## config.mk

```make
export PLATFORM = sky130hd
export DESIGN_NAME = bin_to_bcd_seq_flat
export DESIGN_NICKNAME = d
export VERILOG_FILES = /design/src/rtl/bin_to_bcd_seq_if.sv /design/src/rtl/bin_to_bcd_seq.sv /design/src/flat_wrapper.sv
export SDC_FILE = /design/constraint.sdc
export NUM_CORES = 1
export LEC_CHECK = 0
export CORE_UTILIZATION = 55
export DETAILED_ROUTE_END_ITERATION = 8
export GPL_ROUTABILITY_DRIVEN = 0
export PLACE_DENSITY = 0.9
export SLEW_MARGIN = 20
export SYNTH_ARGS = -nofsm -noshare
export SYNTH_HDL_FRONTEND = slang
export SYNTH_SLANG_ARGS = --single-unit
```

## constraint.sdc

```tcl
create_clock -name clk -period 4.1 [get_ports clk]
set_clock_uncertainty 0.15 [all_clocks]
set_input_delay 0.615 -clock clk [delete_from_list [all_inputs] [get_ports clk]]
set_output_delay 0.615 -clock clk [all_outputs]
set_load 0.02 [all_outputs]
```

## src/rtl/bin_to_bcd_seq_if.sv

```systemverilog
// Handshake and digit bus between the binary-to-BCD converter and its users.
// The converter takes the slave side; the requester or the display takes the master side.
interface bin_to_bcd_seq_if #(
    parameter int BIN_WIDTH = 14
);
    logic                 start;
    logic                 clear;
    logic [BIN_WIDTH-1:0] bin_in;
    logic                 busy;
    logic                 done;
    logic                 valid;
    logic                 overflow;
    logic [3:0]           bcd_data_0;
    logic [3:0]           bcd_data_1;
    logic [3:0]           bcd_data_2;
    logic [3:0]           bcd_data_3;

    modport master (
        output start, clear, bin_in,
        input  busy, done, valid, overflow,
        input  bcd_data_0, bcd_data_1, bcd_data_2, bcd_data_3
    );

    modport slave (
        input  start, clear, bin_in,
        output busy, done, valid, overflow,
        output bcd_data_0, bcd_data_1, bcd_data_2, bcd_data_3
    );
endinterface

```

## src/rtl/bin_to_bcd_seq.sv

```systemverilog
// Iterative double-dabble converter: one shift-add-3 step per clock, then a final
// clock that loads the display digits with overflow "E" and optional leading-zero blanking.
module bin_to_bcd_seq #(
    parameter int          BIN_WIDTH = 14,
    parameter int unsigned MAX_VALUE = 9999,
    parameter bit          BLANK_LZ  = 1'b1
) (
    input  logic          clk,
    input  logic          rst,
    bin_to_bcd_seq_if.slave bus
);
    typedef enum logic [1:0] {IDLE, SHIFT, FINAL} state_t;

    localparam logic [3:0]  CODE_E     = 4'd10;
    localparam logic [3:0]  CODE_BLANK = 4'd15;
    localparam logic [15:0] ALL_BLANK  = {4{CODE_BLANK}};

    state_t               state_q, state_d;
    logic [BIN_WIDTH-1:0] shift_q, shift_d;
    logic [15:0]          bcd_q, bcd_d;
    logic [4:0]           cnt_q, cnt_d;
    logic                 ovf_pending_q, ovf_pending_d;
    logic [15:0]          digits_q, digits_d;
    logic                 valid_q, valid_d;
    logic                 done_q, done_d;
    logic                 overflow_q, overflow_d;
    logic [BIN_WIDTH+15:0] cat;

    function automatic logic [15:0] add3(input logic [15:0] b);
        logic [15:0] r;
        r = b;
        for (int i = 0; i < 4; i++) begin
            if (b[4*i +: 4] >= 4'd5) r[4*i +: 4] = b[4*i +: 4] + 4'd3;
        end
        return r;
    endfunction

    // Zero nibbles above the first nonzero one become blank; the ones digit always shows.
    function automatic logic [15:0] blank_lz(input logic [15:0] b);
        logic [15:0] r;
        logic        lead;
        r    = b;
        lead = 1'b1;
        for (int i = 3; i >= 1; i--) begin
            if (lead && (b[4*i +: 4] == 4'd0)) r[4*i +: 4] = CODE_BLANK;
            else                                lead = 1'b0;
        end
        return r;
    endfunction

    always_comb begin
        state_d       = state_q;
        shift_d       = shift_q;
        bcd_d         = bcd_q;
        cnt_d         = cnt_q;
        ovf_pending_d = ovf_pending_q;
        digits_d      = digits_q;
        valid_d       = valid_q;
        overflow_d    = overflow_q;
        done_d        = 1'b0;
        cat           = '0;

        case (state_q)
            IDLE: begin
                if (bus.start && !bus.clear) begin
                    shift_d       = bus.bin_in;
                    bcd_d         = '0;
                    ovf_pending_d = (32'(bus.bin_in) > MAX_VALUE);
                    cnt_d         = 5'(BIN_WIDTH);
                    state_d       = SHIFT;
                end
            end
            SHIFT: begin
                cat     = {add3(bcd_q), shift_q} << 1;
                bcd_d   = cat[BIN_WIDTH+15:BIN_WIDTH];
                shift_d = cat[BIN_WIDTH-1:0];
                cnt_d   = cnt_q - 5'd1;
                if (cnt_q == 5'd1) state_d = FINAL;
            end
            FINAL: begin
                done_d  = 1'b1;
                valid_d = 1'b1;
                state_d = IDLE;
                if (ovf_pending_q) begin
                    digits_d   = {CODE_E, CODE_BLANK, CODE_BLANK, CODE_BLANK};
                    overflow_d = 1'b1;
                end else begin
                    digits_d   = BLANK_LZ ? blank_lz(bcd_q) : bcd_q;
                    overflow_d = 1'b0;
                end
            end
            default: state_d = IDLE;
        endcase

        // Clear overrides any result loaded this cycle but never stops a running conversion.
        if (bus.clear) begin
            valid_d    = 1'b0;
            overflow_d = 1'b0;
            digits_d   = ALL_BLANK;
        end
    end

    always_ff @(posedge clk or posedge rst) begin
        if (rst) begin
            state_q       <= IDLE;
            shift_q       <= '0;
            bcd_q         <= '0;
            cnt_q         <= '0;
            ovf_pending_q <= 1'b0;
            digits_q      <= ALL_BLANK;
            valid_q       <= 1'b0;
            done_q        <= 1'b0;
            overflow_q    <= 1'b0;
        end else begin
            state_q       <= state_d;
            shift_q       <= shift_d;
            bcd_q         <= bcd_d;
            cnt_q         <= cnt_d;
            ovf_pending_q <= ovf_pending_d;
            digits_q      <= digits_d;
            valid_q       <= valid_d;
            done_q        <= done_d;
            overflow_q    <= overflow_d;
        end
    end

    assign bus.busy       = (state_q != IDLE);
    assign bus.done       = done_q;
    assign bus.valid      = valid_q;
    assign bus.overflow   = overflow_q;
    assign bus.bcd_data_0 = digits_q[3:0];
    assign bus.bcd_data_1 = digits_q[7:4];
    assign bus.bcd_data_2 = digits_q[11:8];
    assign bus.bcd_data_3 = digits_q[15:12];
endmodule

```

## src/flat_wrapper.sv

```systemverilog
// flat-port wrapper written by rule: the top's interface ports become plain ports
module bin_to_bcd_seq_flat 
#(
    parameter int          BIN_WIDTH = 14,
    parameter int unsigned MAX_VALUE = 9999,
    parameter bit          BLANK_LZ  = 1'b1
)
  (clk, rst, bus_start, bus_clear, bus_bin_in, bus_busy, bus_done, bus_valid, bus_overflow, bus_bcd_data_0, bus_bcd_data_1, bus_bcd_data_2, bus_bcd_data_3);
  bin_to_bcd_seq_if #(.BIN_WIDTH(BIN_WIDTH)) bus_i ();
  input  logic clk;
  input  logic rst;
  input wire logic [$bits(bus_i.start)-1:0] bus_start;
  input wire logic [$bits(bus_i.clear)-1:0] bus_clear;
  input wire logic [$bits(bus_i.bin_in)-1:0] bus_bin_in;
  output wire logic [$bits(bus_i.busy)-1:0] bus_busy;
  output wire logic [$bits(bus_i.done)-1:0] bus_done;
  output wire logic [$bits(bus_i.valid)-1:0] bus_valid;
  output wire logic [$bits(bus_i.overflow)-1:0] bus_overflow;
  output wire logic [$bits(bus_i.bcd_data_0)-1:0] bus_bcd_data_0;
  output wire logic [$bits(bus_i.bcd_data_1)-1:0] bus_bcd_data_1;
  output wire logic [$bits(bus_i.bcd_data_2)-1:0] bus_bcd_data_2;
  output wire logic [$bits(bus_i.bcd_data_3)-1:0] bus_bcd_data_3;
  assign bus_i.start = bus_start;
  assign bus_i.clear = bus_clear;
  assign bus_i.bin_in = bus_bin_in;
  assign bus_busy = bus_i.busy;
  assign bus_done = bus_i.done;
  assign bus_valid = bus_i.valid;
  assign bus_overflow = bus_i.overflow;
  assign bus_bcd_data_0 = bus_i.bcd_data_0;
  assign bus_bcd_data_1 = bus_i.bcd_data_1;
  assign bus_bcd_data_2 = bus_i.bcd_data_2;
  assign bus_bcd_data_3 = bus_i.bcd_data_3;
  bin_to_bcd_seq #(.BIN_WIDTH(BIN_WIDTH), .MAX_VALUE(MAX_VALUE), .BLANK_LZ(BLANK_LZ)) u_core (.clk(clk), .rst(rst), .bus(bus_i));
endmodule
```

==> results.md <==
- Synthesized Nets: 290
- Final total power: 2.166 mW
- DPL Wire Length: roughly 3800 um
- Layout cells sized above 1: 14.85%
- Hold_ws: 0.3282 ns
- Post-CTS setup buffer count: 0
- Synthesized flop and latch total: 57
- Post-CTS Resized: 0
- Root Driver: clkbuf_8
- Horiz. Die Dim: 72.02 um
- Register area share after synthesis: 53.64%
- Vias in the first global route: 2,089
- Final ANT Viol Nets: 0
- Reg-to-reg endpoint: u_core.bcd_q[3]
- Final-report max-slew violation count: 0
- Max frequency: 0.3945 GHz
- Met1 Use GR: 28.93%
- Setup TNS: 0 ns
- WHS Path Cells: 2
- Met3 Use GR: 5.139%
- 1st-pass router iterations: 4
- Req. time, crit path: 4.17 ns
- Library cells used by synthesis: 38
- Clock sinks: 57
- Initial antenna violation count: 0
- FF-to-FF path depth: 4
- Avg Synthesized Cell Area: ~10 sq um
- Min-Delay Endpoint: u_core.shift_q[7]
- Final wirelength: 5484 um
- Ys Warns: 0
- GRT overflow: 0
- Post-Syn Area: 0.002696 sq mm
- Num CTS Buffers: 9
- CP Cell Sequence: clkdlybuf4s50_1 -> or4b_1 -> nand2_2 -> o31ai_1 -> a32o_1
- Final worst slack: 1.565 ns
- Post-synthesis async set-or-reset flop share: 100.0%
- Outcome: finished, final reports clean
- CP Buf/Inv Count: 1
- Static leakage: 1.424 nW
- Setup Slack @ Placement: 1.208 ns
- FF-to-FF setup slack: approximately 2.0 ns
- Antenna cell count: 0
- Slowest stage cell, crit path: or4b_1
- Number of synthesized flops with an enable pin: 0
- First-pass GRT wire length: 9508 um
- CTS tree: built
- Drt wl/cell: 14.82 um
- Most Crowded Layer GR: met2
- Post-layout min period: 2.535 ns
- Site Rows: 25
- I/O pin total: 38
- Top FF cell, synth: dfrtp_1
- Slew @ Worst Pin: 0.8886 ns
- Worst Path Arrival: between 2 and 3 ns
- Die Ht: 72.02 um
- Worst-Skew Late Latency: 0.34 ns
- RSZ-0062 raised after global routing: false
- Worst-case clock buffer depth: 2
- DIE AREA: 0.005186 sq mm
- Setup Crit Path Kind: in -> reg
- Slowest cell delay on critical path: between 0.8 and 0.9 ns
- GR Util met2: between 40% and 50%
- Worst vdd ir: roughly 350 uV
- MaxCap Viol Count: 0
- Nets: 328
- Min-delay src: u_core.shift_q[7]
- Core box area: 0.004723 sq mm
- Crit path max-delay family: simple AND/OR/NAND/NOR gates
- PwrDens: 652.4 mW/mm^2
- CTS Hold Bufs: 0
- DRT iter0 DRCs: 113
- Worst setup EP type: register
- DRC: 0
- Reg2reg start: u_core.state_q[1]
- Total number of vias: around 2,100
- Largest net degree at the start of global routing: 44
- CP startpoint kind: input port
- Initial Util: between 50% and 60%
- Final Hold Vio Count: 0
- Vias per cell: 5.689
- Port-buffer cells: 37
- Synth-to-Final Area Change: 23.16%
- Final setup vio count: 0
- Min-Delay Path Class: reg -> reg
- Slew HR: 40.67%
- Clock transition at the registers of the reported paths: 0.06 ns
- Mapped Cells: 260
- CP Max Fanout: 15
- # H-tree levels: 3
- Tcrit/Tclk final: 61.83%
- Global-route usage over all layers: 24.01%
-- per-stage QoR --
| stage | utilization, % | cells | cell area (sq um) |
|---|---|---|---|
| after floorplan | - | 260 | 2696 |
| after global placement | 66.17 | 354 | 3126 |
| after detailed placement | 66.17 | 354 | 3126 |
| after CTS | 70.25 | 370 | 3318 |
| after global routing | 70.30 | 370 | 3321 |
| final | 70.30 | 370 | 3321 |
-- cell type report --
type	count	area [sq um]
multi-input combinational	177	1156
inverter	13	48.80
fill	357	1403
sequential	57	1446
clock buffer	14	182.7
timing repair buffer	40	392.9
tap	67	83.83
clock inverter	2	10.01
-- cell usage in the layout (no fill, tap or decap), types with 8 or more instances in the layout --
cell type        count
a21oi_1             12
a22oi_1             13
clkbuf_8            13
clkdlybuf4s50_1     37
dfrtp_1             41
dfstp_2             16
ha_1                12
inv_1               12
nand2_1             33
nand3_1             13
nor2_1              11
o21ai_0             20
o22a_1               8
-- tightest hold or removal path, stage by stage (launching register included) --
cell     delay, ns
dfrtp_1       0.34
nand2_1       0.05
nand2_1       0.06
-- layer usage --
metal	routed length (um)	part of all wire (%)
met1	2449	45
met2	2759	50
met3	166	3.0
met4	109	2.0
met5	0	0
-- worst max-delay path by stage --
stage	end	slack [ns]	cells past startpoint	startpoint
6_report	u_core.bcd_q[3]	1.56	5	bus_clear
5_1_grt	u_core.bcd_q[15]	1.50	5	bus_clear
4_1_cts	u_core.bcd_q[3]	1.55	5	bus_clear
3_5_place_dp	u_core.bcd_q[3]	1.21	5	bus_clear
3_3_place_gp	u_core.bcd_q[7]	1.30	5	bus_clear
2_1_floorplan	u_core.bcd_q[0]	1.96	1	rst
-- sequential cells by signal, indices dropped and copies added, names as in the netlist --
register	flops
u_core.shift_q	14
u_core.bus.valid	1
u_core.ovf_pending_q	1
u_core.cnt_q	5
u_core.bcd_q	16
u_core.bus.overflow	1
u_core.state_q	2
u_core.bus.done	1
u_core.digits_q	16
-- cells in the mapped netlist, drive strengths merged (3+ instances only) --
cell    count  area share, %
a21oi      12            2.2
o32a        4            1.5
nand2b      7            1.6
dfstp      16             16
a32o        4            1.5
o31ai       6            1.7
inv        13            1.8
nand2      34            4.8
mux2        4            1.7
o22a        8            2.6
o21ai      22            4.1
nor2       11            1.5
nand3      13            2.4
dfrtp      41             38
clkbuf      9            1.3
buf         4           0.74
nor3b       3            1.0
a22oi      13            3.6
ha         12            5.6
xnor2       4            1.3
-- logic make-up after synthesis --
logic type / Yosys count / share of synthesized area [%]
XOR/XNOR: 5 / 1.624
multiplexers: 4 / 1.670
AO/OA/AOI/OAI: 75 / 18.98
adder cells (fa/ha/maj): 12 / 5.568
AND/OR/NAND/NOR: 81 / 14.71
buffers and inverters: 26 / 3.805
flip-flops: 57 / 53.64
-- where the power goes --
| group | total, mW | switching [mW] | internal [mW] | leakage [nW] |
|---|---|---|---|---|
| clock network | 0.505 | 0.222 | 0.284 | 0.102 |
| registers | 0.892 | 0.162 | 0.730 | 0.691 |
| logic | 0.769 | 0.430 | 0.339 | 0.631 |
(Power assumes the default switching activity.)
